$ cat src/rtl/jt10_burst_seq_pkg.sv
// Shared ADPCM burst definitions: sequencer state encoding and channel-count default.
package jt10_adpcm_pkg;

   typedef enum logic [1:0] {
      ST_IDLE = 2'd0,
      ST_ARM  = 2'd1,
      ST_RUN  = 2'd2,
      ST_DONE = 2'd3
   } state_t;

   localparam int ADPCMA_NCH = 6;

endpackage

$ cat src/rtl/jt10_burst_seq_if.sv
// Burst-sequencer bus: period/enable controls, gated pulses in, channel strobes and status out.
interface jt10_burst_seq_if #(
   parameter int CW = 3
);

   logic          cen;
   logic          start_cen;
   logic          en;
   logic          clr_err;
   logic          cen_in;
   logic          start;
   logic          busy;
   logic [CW-1:0] chan;
   logic          step;
   logic          first;
   logic          last;
   logic          done;
   logic          err_short;
   logic          err_overrun;

   modport master (
      output cen, start_cen, en, clr_err, cen_in,
      input  start, busy, chan, step, first, last, done, err_short, err_overrun
   );

   modport slave (
      input  cen, start_cen, en, clr_err, cen_in,
      output start, busy, chan, step, first, last, done, err_short, err_overrun
   );

endinterface

$ cat src/rtl/jt10_burst_seq_tmo.sv
// Idle-pulse timeout counter: clear wins, counts on inc, expires on the TMO-th inc.
module jt10_burst_tmo #(
   parameter int TMO = 12,
   parameter int TW  = 4
) (
   input  logic clk,
   input  logic rst,
   input  logic i_clr,
   input  logic i_inc,
   output logic o_expire
);

   logic [TW-1:0] r_cnt;

   assign o_expire = i_inc && (r_cnt == TW'(TMO - 1));

   // NOTE: sequential state uses <= so every register here samples pre-edge values.
   always_ff @(posedge clk) begin
      if (rst || i_clr || o_expire) begin
         r_cnt <= '0;
      end else if (i_inc) begin
         r_cnt <= r_cnt + TW'(1);
      end
   end

endmodule

$ cat src/rtl/jt10_burst_seq.sv
// ADPCM burst sequencer: requests a burst each sample period, steps channels on gated
// pulses, and reports burst end, short bursts (timeout) and sticky period overruns.
module jt10_burst_seq
   import jt10_adpcm_pkg::*;
#(
   parameter int NCH = ADPCMA_NCH,
   parameter int CW  = 3,
   parameter int TMO = 12,
   parameter int TW  = 4
) (
   input logic              clk,
   input logic              rst,
   jt10_burst_seq_if.slave  bus
);

   state_t        r_state, w_state_next;
   logic [CW-1:0] r_cnt, w_cnt_next;
   logic          r_short, w_short_next;
   logic          r_overrun;

   logic w_p, w_g, w_run, w_gate, w_last_cnt, w_tmo_inc, w_tmo_clr, w_expire;

   assign w_p        = bus.cen & bus.start_cen;
   assign w_g        = bus.cen & bus.cen_in;
   assign w_run      = (r_state == ST_RUN);
   assign w_gate     = w_run & w_g;
   assign w_last_cnt = (r_cnt == CW'(NCH - 1));
   assign w_tmo_inc  = w_run & bus.cen & ~bus.cen_in;
   assign w_tmo_clr  = ~w_run | w_g;

   jt10_burst_tmo #(.TMO(TMO), .TW(TW)) u_tmo (
      .clk      (clk),
      .rst      (rst),
      .i_clr    (w_tmo_clr),
      .i_inc    (w_tmo_inc),
      .o_expire (w_expire)
   );

   // NOTE: every always_comb output gets a default first so no path can infer a latch.
   always_comb begin
      w_state_next = r_state;
      w_cnt_next   = r_cnt;
      w_short_next = 1'b0;
      case (r_state)
         ST_IDLE: if (bus.en && w_p) w_state_next = ST_ARM;
         ST_ARM: begin
            if (!bus.en) begin
               w_state_next = ST_IDLE;
            end else if (w_p) begin
               w_state_next = ST_RUN;
               w_cnt_next   = '0;
            end
         end
         ST_RUN: begin
            if (w_gate) begin
               if (w_last_cnt) begin
                  w_state_next = ST_DONE;
                  w_cnt_next   = '0;
               end else begin
                  w_cnt_next = r_cnt + CW'(1);
               end
            end else if (w_expire) begin
               // Short burst: channel index returns to 0 so the next burst starts clean.
               w_state_next = ST_DONE;
               w_cnt_next   = '0;
               w_short_next = 1'b1;
            end
         end
         ST_DONE: w_state_next = (bus.en && w_p) ? ST_ARM : ST_IDLE;
         default: w_state_next = ST_IDLE;
      endcase
   end

   always_ff @(posedge clk) begin
      if (rst) begin
         r_state   <= ST_IDLE;
         r_cnt     <= '0;
         r_short   <= 1'b0;
         r_overrun <= 1'b0;
      end else begin
         r_state <= w_state_next;
         r_cnt   <= w_cnt_next;
         r_short <= w_short_next;
         // A new period during RUN is an overrun; setting beats a same-cycle clear.
         if (w_run && w_p)     r_overrun <= 1'b1;
         else if (bus.clr_err) r_overrun <= 1'b0;
      end
   end

   assign bus.start       = (r_state == ST_ARM);
   assign bus.busy        = (r_state != ST_IDLE);
   assign bus.chan        = r_cnt;
   assign bus.step        = w_gate;
   assign bus.first       = w_gate & (r_cnt == '0);
   assign bus.last        = w_gate & w_last_cnt;
   assign bus.done        = (r_state == ST_DONE);
   assign bus.err_short   = (r_state == ST_DONE) & r_short;
   assign bus.err_overrun = r_overrun;

endmodule
$ cat src/flat_wrapper.sv
// flat-port wrapper written by rule: the top's interface ports become plain ports
module jt10_burst_seq_flat import jt10_adpcm_pkg::*;
#(
   parameter int NCH = ADPCMA_NCH,
   parameter int CW  = 3,
   parameter int TMO = 12,
   parameter int TW  = 4
)
  (clk, rst, bus_cen, bus_start_cen, bus_en, bus_clr_err, bus_cen_in, bus_start, bus_busy, bus_chan, bus_step, bus_first, bus_last, bus_done, bus_err_short, bus_err_overrun);
  jt10_burst_seq_if #(.CW(CW)) bus_i ();
  input logic clk;
  input logic rst;
  input wire logic [$bits(bus_i.cen)-1:0] bus_cen;
  input wire logic [$bits(bus_i.start_cen)-1:0] bus_start_cen;
  input wire logic [$bits(bus_i.en)-1:0] bus_en;
  input wire logic [$bits(bus_i.clr_err)-1:0] bus_clr_err;
  input wire logic [$bits(bus_i.cen_in)-1:0] bus_cen_in;
  output wire logic [$bits(bus_i.start)-1:0] bus_start;
  output wire logic [$bits(bus_i.busy)-1:0] bus_busy;
  output wire logic [$bits(bus_i.chan)-1:0] bus_chan;
  output wire logic [$bits(bus_i.step)-1:0] bus_step;
  output wire logic [$bits(bus_i.first)-1:0] bus_first;
  output wire logic [$bits(bus_i.last)-1:0] bus_last;
  output wire logic [$bits(bus_i.done)-1:0] bus_done;
  output wire logic [$bits(bus_i.err_short)-1:0] bus_err_short;
  output wire logic [$bits(bus_i.err_overrun)-1:0] bus_err_overrun;
  assign bus_i.cen = bus_cen;
  assign bus_i.start_cen = bus_start_cen;
  assign bus_i.en = bus_en;
  assign bus_i.clr_err = bus_clr_err;
  assign bus_i.cen_in = bus_cen_in;
  assign bus_start = bus_i.start;
  assign bus_busy = bus_i.busy;
  assign bus_chan = bus_i.chan;
  assign bus_step = bus_i.step;
  assign bus_first = bus_i.first;
  assign bus_last = bus_i.last;
  assign bus_done = bus_i.done;
  assign bus_err_short = bus_i.err_short;
  assign bus_err_overrun = bus_i.err_overrun;
  jt10_burst_seq #(.NCH(NCH), .CW(CW), .TMO(TMO), .TW(TW)) u_core (.clk(clk), .rst(rst), .bus(bus_i));
endmodule
$ cat config.mk
export PLATFORM = sky130hd
export DESIGN_NAME = jt10_burst_seq_flat
export DESIGN_NICKNAME = d
export VERILOG_FILES = /design/src/rtl/jt10_burst_seq_pkg.sv /design/src/rtl/jt10_burst_seq_if.sv /design/src/rtl/jt10_burst_seq_tmo.sv /design/src/rtl/jt10_burst_seq.sv /design/src/flat_wrapper.sv
export SDC_FILE = /design/constraint.sdc
export NUM_CORES = 1
export LEC_CHECK = 0
export CAP_MARGIN = 5
export CORE_UTILIZATION = 45
export DETAILED_ROUTE_END_ITERATION = 8
export PLACE_DENSITY = 0.76
export RECOVER_POWER = 50
export SLEW_MARGIN = 20
export SYNTH_ARGS = -nofsm -noshare
export SYNTH_HDL_FRONTEND = slang
export SYNTH_SLANG_ARGS = --single-unit
$ cat constraint.sdc
create_clock -name clk -period 2.1 [get_ports clk]
set_clock_uncertainty 0.15 [all_clocks]
set_input_delay 0.42 -clock clk [delete_from_list [all_inputs] [get_ports clk]]
set_output_delay 0.42 -clock clk [all_outputs]
set_load 0.02 [all_outputs]
# After elaboration in Yosys (flattened, before gate mapping)

Index checks and enable logic that the tools add are counted.

Shifts and indexed selects: 0
Reductions and logical operators: 13
Mux-type cells: 17
Add/subtract/negate cells: 2
Div/mod/pow operators: 0
Multiply operators: 0
$lt $le $gt $ge: 0
Bitwise gates (word level): 11
Equality and inequality tests: 11

Operator list:

| operator                                                                | count |
|---|---|
| 3-bit 2-to-1 mux                                                        | 5 |
| 2-bit 2-to-1 mux                                                        | 6 |
| 1-bit bitwise AND                                                       | 8 |
| 2-bit one-hot mux with 4 select lines                                   | 1 |
| 4-bit AND reduction                                                     | 2 |
| 3-bit inequality test, second input constant                            | 2 |
| 3-bit one-hot mux with 2 select lines                                   | 1 |
| 2-bit nonzero test                                                      | 3 |
| 4-bit by 1-bit adder with 4-bit output, second input constant           | 1 |
| 2-bit equality test, second input constant                              | 2 |
| 4-bit equality test, second input constant                              | 1 |
| 1-bit 2-to-1 mux                                                        | 4 |
| 2-bit by 1-bit inequality test with 1-bit output, second input constant | 2 |
| 3-bit by 1-bit adder with 3-bit output, second input constant           | 1 |
| 3-bit equality test, second input constant                              | 1 |
| 1-bit logical AND                                                       | 3 |
| 3-bit logical NOT                                                       | 1 |
| 3-bit by 2-bit inequality test with 1-bit output, second input constant | 1 |
| 3-bit OR reduction                                                      | 1 |
| 2-bit by 1-bit equality test with 1-bit output, second input constant   | 1 |
| 2-bit logical NOT                                                       | 1 |
| 1-bit logical OR                                                        | 2 |
| 2-bit inequality test, second input constant                            | 1 |
| 1-bit NOT                                                               | 2 |
| 1-bit OR                                                                | 1 |

Bits in read-only memories: 0
Memories kept: 0
Input bits: 7
RAM bits: 0
Bits in registers: 11
Logic and storage cells: 59
Output and inout port bits: 11
Latch bits: 0

# Logic depth before layout (Yosys ltp)

Depth in word-level cells: 7
Depth in mapped cells: 5
Mapped depth without buffers: 5

# By module

A second synthesis with hierarchy kept.

Cell total of the unflattened synthesis: 65
Area, all modules: 579.3 um2

By module, submodules not included:

| module         | area each (um2) | cells an instance | seq. area each (um2) | times used |
|---|---|---|---|---|
| jt10_burst_seq | 400.4           | 48                | 140.1                | 1 |
| jt10_burst_tmo | 178.9           | 17                | 80.1                 | 1 |

# Worst setup path after synthesis

OpenSTA, ideal clock, no wires.

Kind: reg2out
Start point: reg with a tool-made name
End point: out bus_first
Slack: 0.074 ns
Stages on the path, launching flop included: 6
Arrival: 1.456 ns
Buffers on the path: 1
Required time: 1.530 ns
Cells stage by stage: dfxtp_1 > nor2b_4 > and3_1 > buf_6 > nand2b_4 > nor3_1

RTL lines:

| what             | line               | RTL |
|---|---|---|
| end: declaration | flat_wrapper.sv:22 | `output wire logic [$bits(bus_i.first)-1:0] bus_first;` |

# Final worst setup path

Start point: in bus_cen_in
End point: out bus_first

Cells in the longest elaborated chain, start to end: 3

Ends and longest elaborated chain:

| what               | line                 | RTL |
|---|---|---|
| start: declaration | flat_wrapper.sv:17   | `input wire logic [$bits(bus_i.cen_in)-1:0] bus_cen_in;` |
| 1-bit bitwise AND  | jt10_burst_seq.sv:24 | `assign w_g = bus.cen & bus.cen_in;` |
| 1-bit bitwise AND  | jt10_burst_seq.sv:26 | `assign w_gate = w_run & w_g;` |
| 1-bit bitwise AND  | jt10_burst_seq.sv:94 | `assign bus.first = w_gate & (r_cnt == '0);` |

No other way between the ends.

==> metrics.yaml <==
run_status:
  status: "complete, no violations"
placed_design:
  placedInstanceArea_um2: 878
  place_ws_ns: -0.463
  gp_congestion: 0.766
  io_buffers: 17
  dpl.hpwl_mm: 1.02
floorplanning:
  start_util: 0.484
  core-area_mm2: 0.00130
  ioPinCount: 18
  die_w_um: 39.4
  rows: 13
  die_area_mm2: 0.00155
  die_h_um: 39.4
clocking:
  cts_sinks: 11
  cts_root_buffer: "clkbuf_4"
  clk_latency_ns: 0.27
  cts_tree: "built"
  clk_pin_slew_worst_paths_ns: 0.07
  cts_buffer_depth: 2
  cts_setup_buffers: 0
  htree_levels: 1
  holdBufCountCts: 0
  numCtsBuffers: 3
drt:
  wirelength_mm: 1.39
  wl_per_cell_um: 12.3
  top_layer_used: "met4"
  drt-pass1-iter-count: 2
  drcViolationCount: 0
  wl_met2_um: 595
  vias_per_cell: 5.24
  vias: 592
  route.met3.wl_um: 45
  ant_nets: 0
  met1_length_um: 735
  drt-initial-drc-count: 5
final_layout:
  area_delta_synth_final_pct: 37.8
  final_core_util: 0.666
  drive_gt1_frac: 0.224
  num_antenna_cells: 0
  fillers: 121
  multiInputGateArea_um2: 372
  nets: 107
  finalInstanceArea_um2: 867
  regArea_um2: 220
yosys:
  synth_commonest_cells: "11 x dfxtp_1, 8 x nor2_1, 6 x nand2_1, 4 x inv_1"
  synth_warnings: 0
  synth_simple_gate_area_frac: 0.324
  syn_area_um2: 629
  ys_seq_area_frac: 0.350
  synth_mux_area_frac: 0
  synth_area_leaders: "dfxtp_1 35%, o32ai_2 5.2%, nor2_1 4.8%, a221oi_4 4.2%, xor2_1 4.2%"
  synth_top_family_by_area: "simple AND/OR/NAND/NOR gates"
  synth-seq-cells: 11
  synth_enable_flop_cells: 0
  synth_nets: 77
  synth_flop_cell: "dfxtp_1"
  synthAdderAreaFrac: 0.0199
  yosys.area_share.xor_xnor: 0.0557
  synthCells: 69
  synth_compound_area_frac: 0.203
  avgSynthCellArea_um2: 9.12
  synth_top_cell_area_share: 0.350
  synthArstFlopShare: 0
  yosysTopAreaCell: "dfxtp_1"
  yosysUniqueCellTypes: 32
  yosysMostFrequentCell: "dfxtp_1"
run:
  drv_cap: 0
timing:
  min_period_ns: 2.02
  worst_slack_ns: 0.0785
  setup_violations: 0
  holdWs_ns: 0.363
  fmax_mhz: 495
  relSlewSlack: 0.655
  max_slew.worst_pin.slew_ns: 0.517
  hold_violations: 0
  rsz0062_at_grt: "false"
  drv_slew: 0
  fin_crit_sh: 0.963
setup_path:
  required_ns: 1.53
  start_kind: "input port"
  timing.critical_path.from: "bus_cen_in"
  reg2reg_to: "u_core.bus.chan[2]"
  path_class: "in2out"
  endpoint: "bus_first"
  endpoint_kind: "output port"
  r2r_slack_ns: 0.36
  critPathMaxFanout: 4
  arrival_ns: 1.45
  reg2regPathDepth: 5
min_path:
  worstHoldPathType: "reg2reg"
global_routing:
  grt_pass1_vias: 489
  grt_start_max_net_pins: 9
  antenna_found_initial: 0
  grt_pass1_wl_mm: 2.06
  grtUsageTotal: 0.196
  grt-ovfl-total: 0
pwr:
  ir_drop_v: 0.000484
  power.leakage_uw: 0.000350
  p_per_area_mw_per_mm2: 456
critical path: stages:
cell and delay, ns:
clkdlybuf4s50_1 0.49, and3_4 0.23, nand2b_4 0.06, nor3_2 0.10, buf_4 0.16
final cells by class:
type | count | area share
Multi-Input combinational cell | 52 | 0.429
Sequential cell | 11 | 0.254
Timing Repair Buffer | 27 | 0.248
Clock buffer | 4 | 0.0303
Tap cell | 15 | 0.0216
Inverter | 4 | 0.0173
metrics by stage:
step | power (µW) | instances | TNS [ns]
finish | 396 | 113 | 0
floorplan | 231 | 69 | 0
global route | 413 | 113 | 0
CTS | 402 | 113 | 0
detailed placement | 257 | 109 | -1.26
global placement | 257 | 109 | -1.21
metal layers:
| layer | track usage | vias up |
|---|---|---|
| met4 | 0.0948 | 0 |
| met1 | 0.278 | 270 |
| li1 | - | 308 |
| met2 | 0.275 | 12 |
| met3 | 0.0398 | 2 |
| met5 | 0 | - |
registers in the layout (all words and copies together) (netlist names), named ones only:
signal / cells
u_core.r_state: 1
u_core.bus.chan: 3
u_core.r_short: 1
u_core.u_tmo.r_cnt: 4
u_core.bus.err_overrun: 1
worst min-delay path by stage:
stage / start / end / slack (ns) / depth (start not counted)
after floorplan: u_core.u_tmo.r_cnt[1] / u_core.u_tmo.r_cnt[1] / 0.32 / 2
after global placement: u_core.bus.err_overrun / u_core.bus.err_overrun / 0.33 / 2
after detailed placement: u_core.u_tmo.r_cnt[1] / u_core.u_tmo.r_cnt[1] / 0.36 / 2
after CTS: u_core.u_tmo.r_cnt[1] / u_core.u_tmo.r_cnt[1] / 0.37 / 2
after global routing: u_core.u_tmo.r_cnt[1] / u_core.u_tmo.r_cnt[1] / 0.39 / 2
final: u_core.u_tmo.r_cnt[1] / u_core.u_tmo.r_cnt[1] / 0.36 / 2
placed cells by master, fill, tap and decap left out, types with 3 or more instances in the layout:
cell,n
nand2_1,6
clkbuf_1,4
clkdlybuf4s50_1,10
inv_1,4
xor2_1,3
dfxtp_1,11
dlygate4sd2_1,3
nor2_1,8
clkbuf_4,3
buf_4,9
logic make-up after synthesis:
logic type / count (synthesis)
AO/OA/AOI/OAI: 13
buffers and inverters: 6
AND/OR/NAND/NOR: 34
XOR/XNOR: 4
flip-flops: 11
adder cells (fa/ha/maj): 1
power breakdown:
group | internal [µW] | total, µW | switching (µW)
sequential | 209 | 210 | 0.808
combinational | 20.7 | 39.7 | 19.0
clock | 73.4 | 146 | 72.3
repair_timing:
item / in CTS / in global routing
pin swaps: 0 / 1
gates cloned: 0 / 0
resized for setup: 17 / 4
setup endpoints to repair: 6 / 3
No activity file was read; power rests on OpenSTA's default activity.
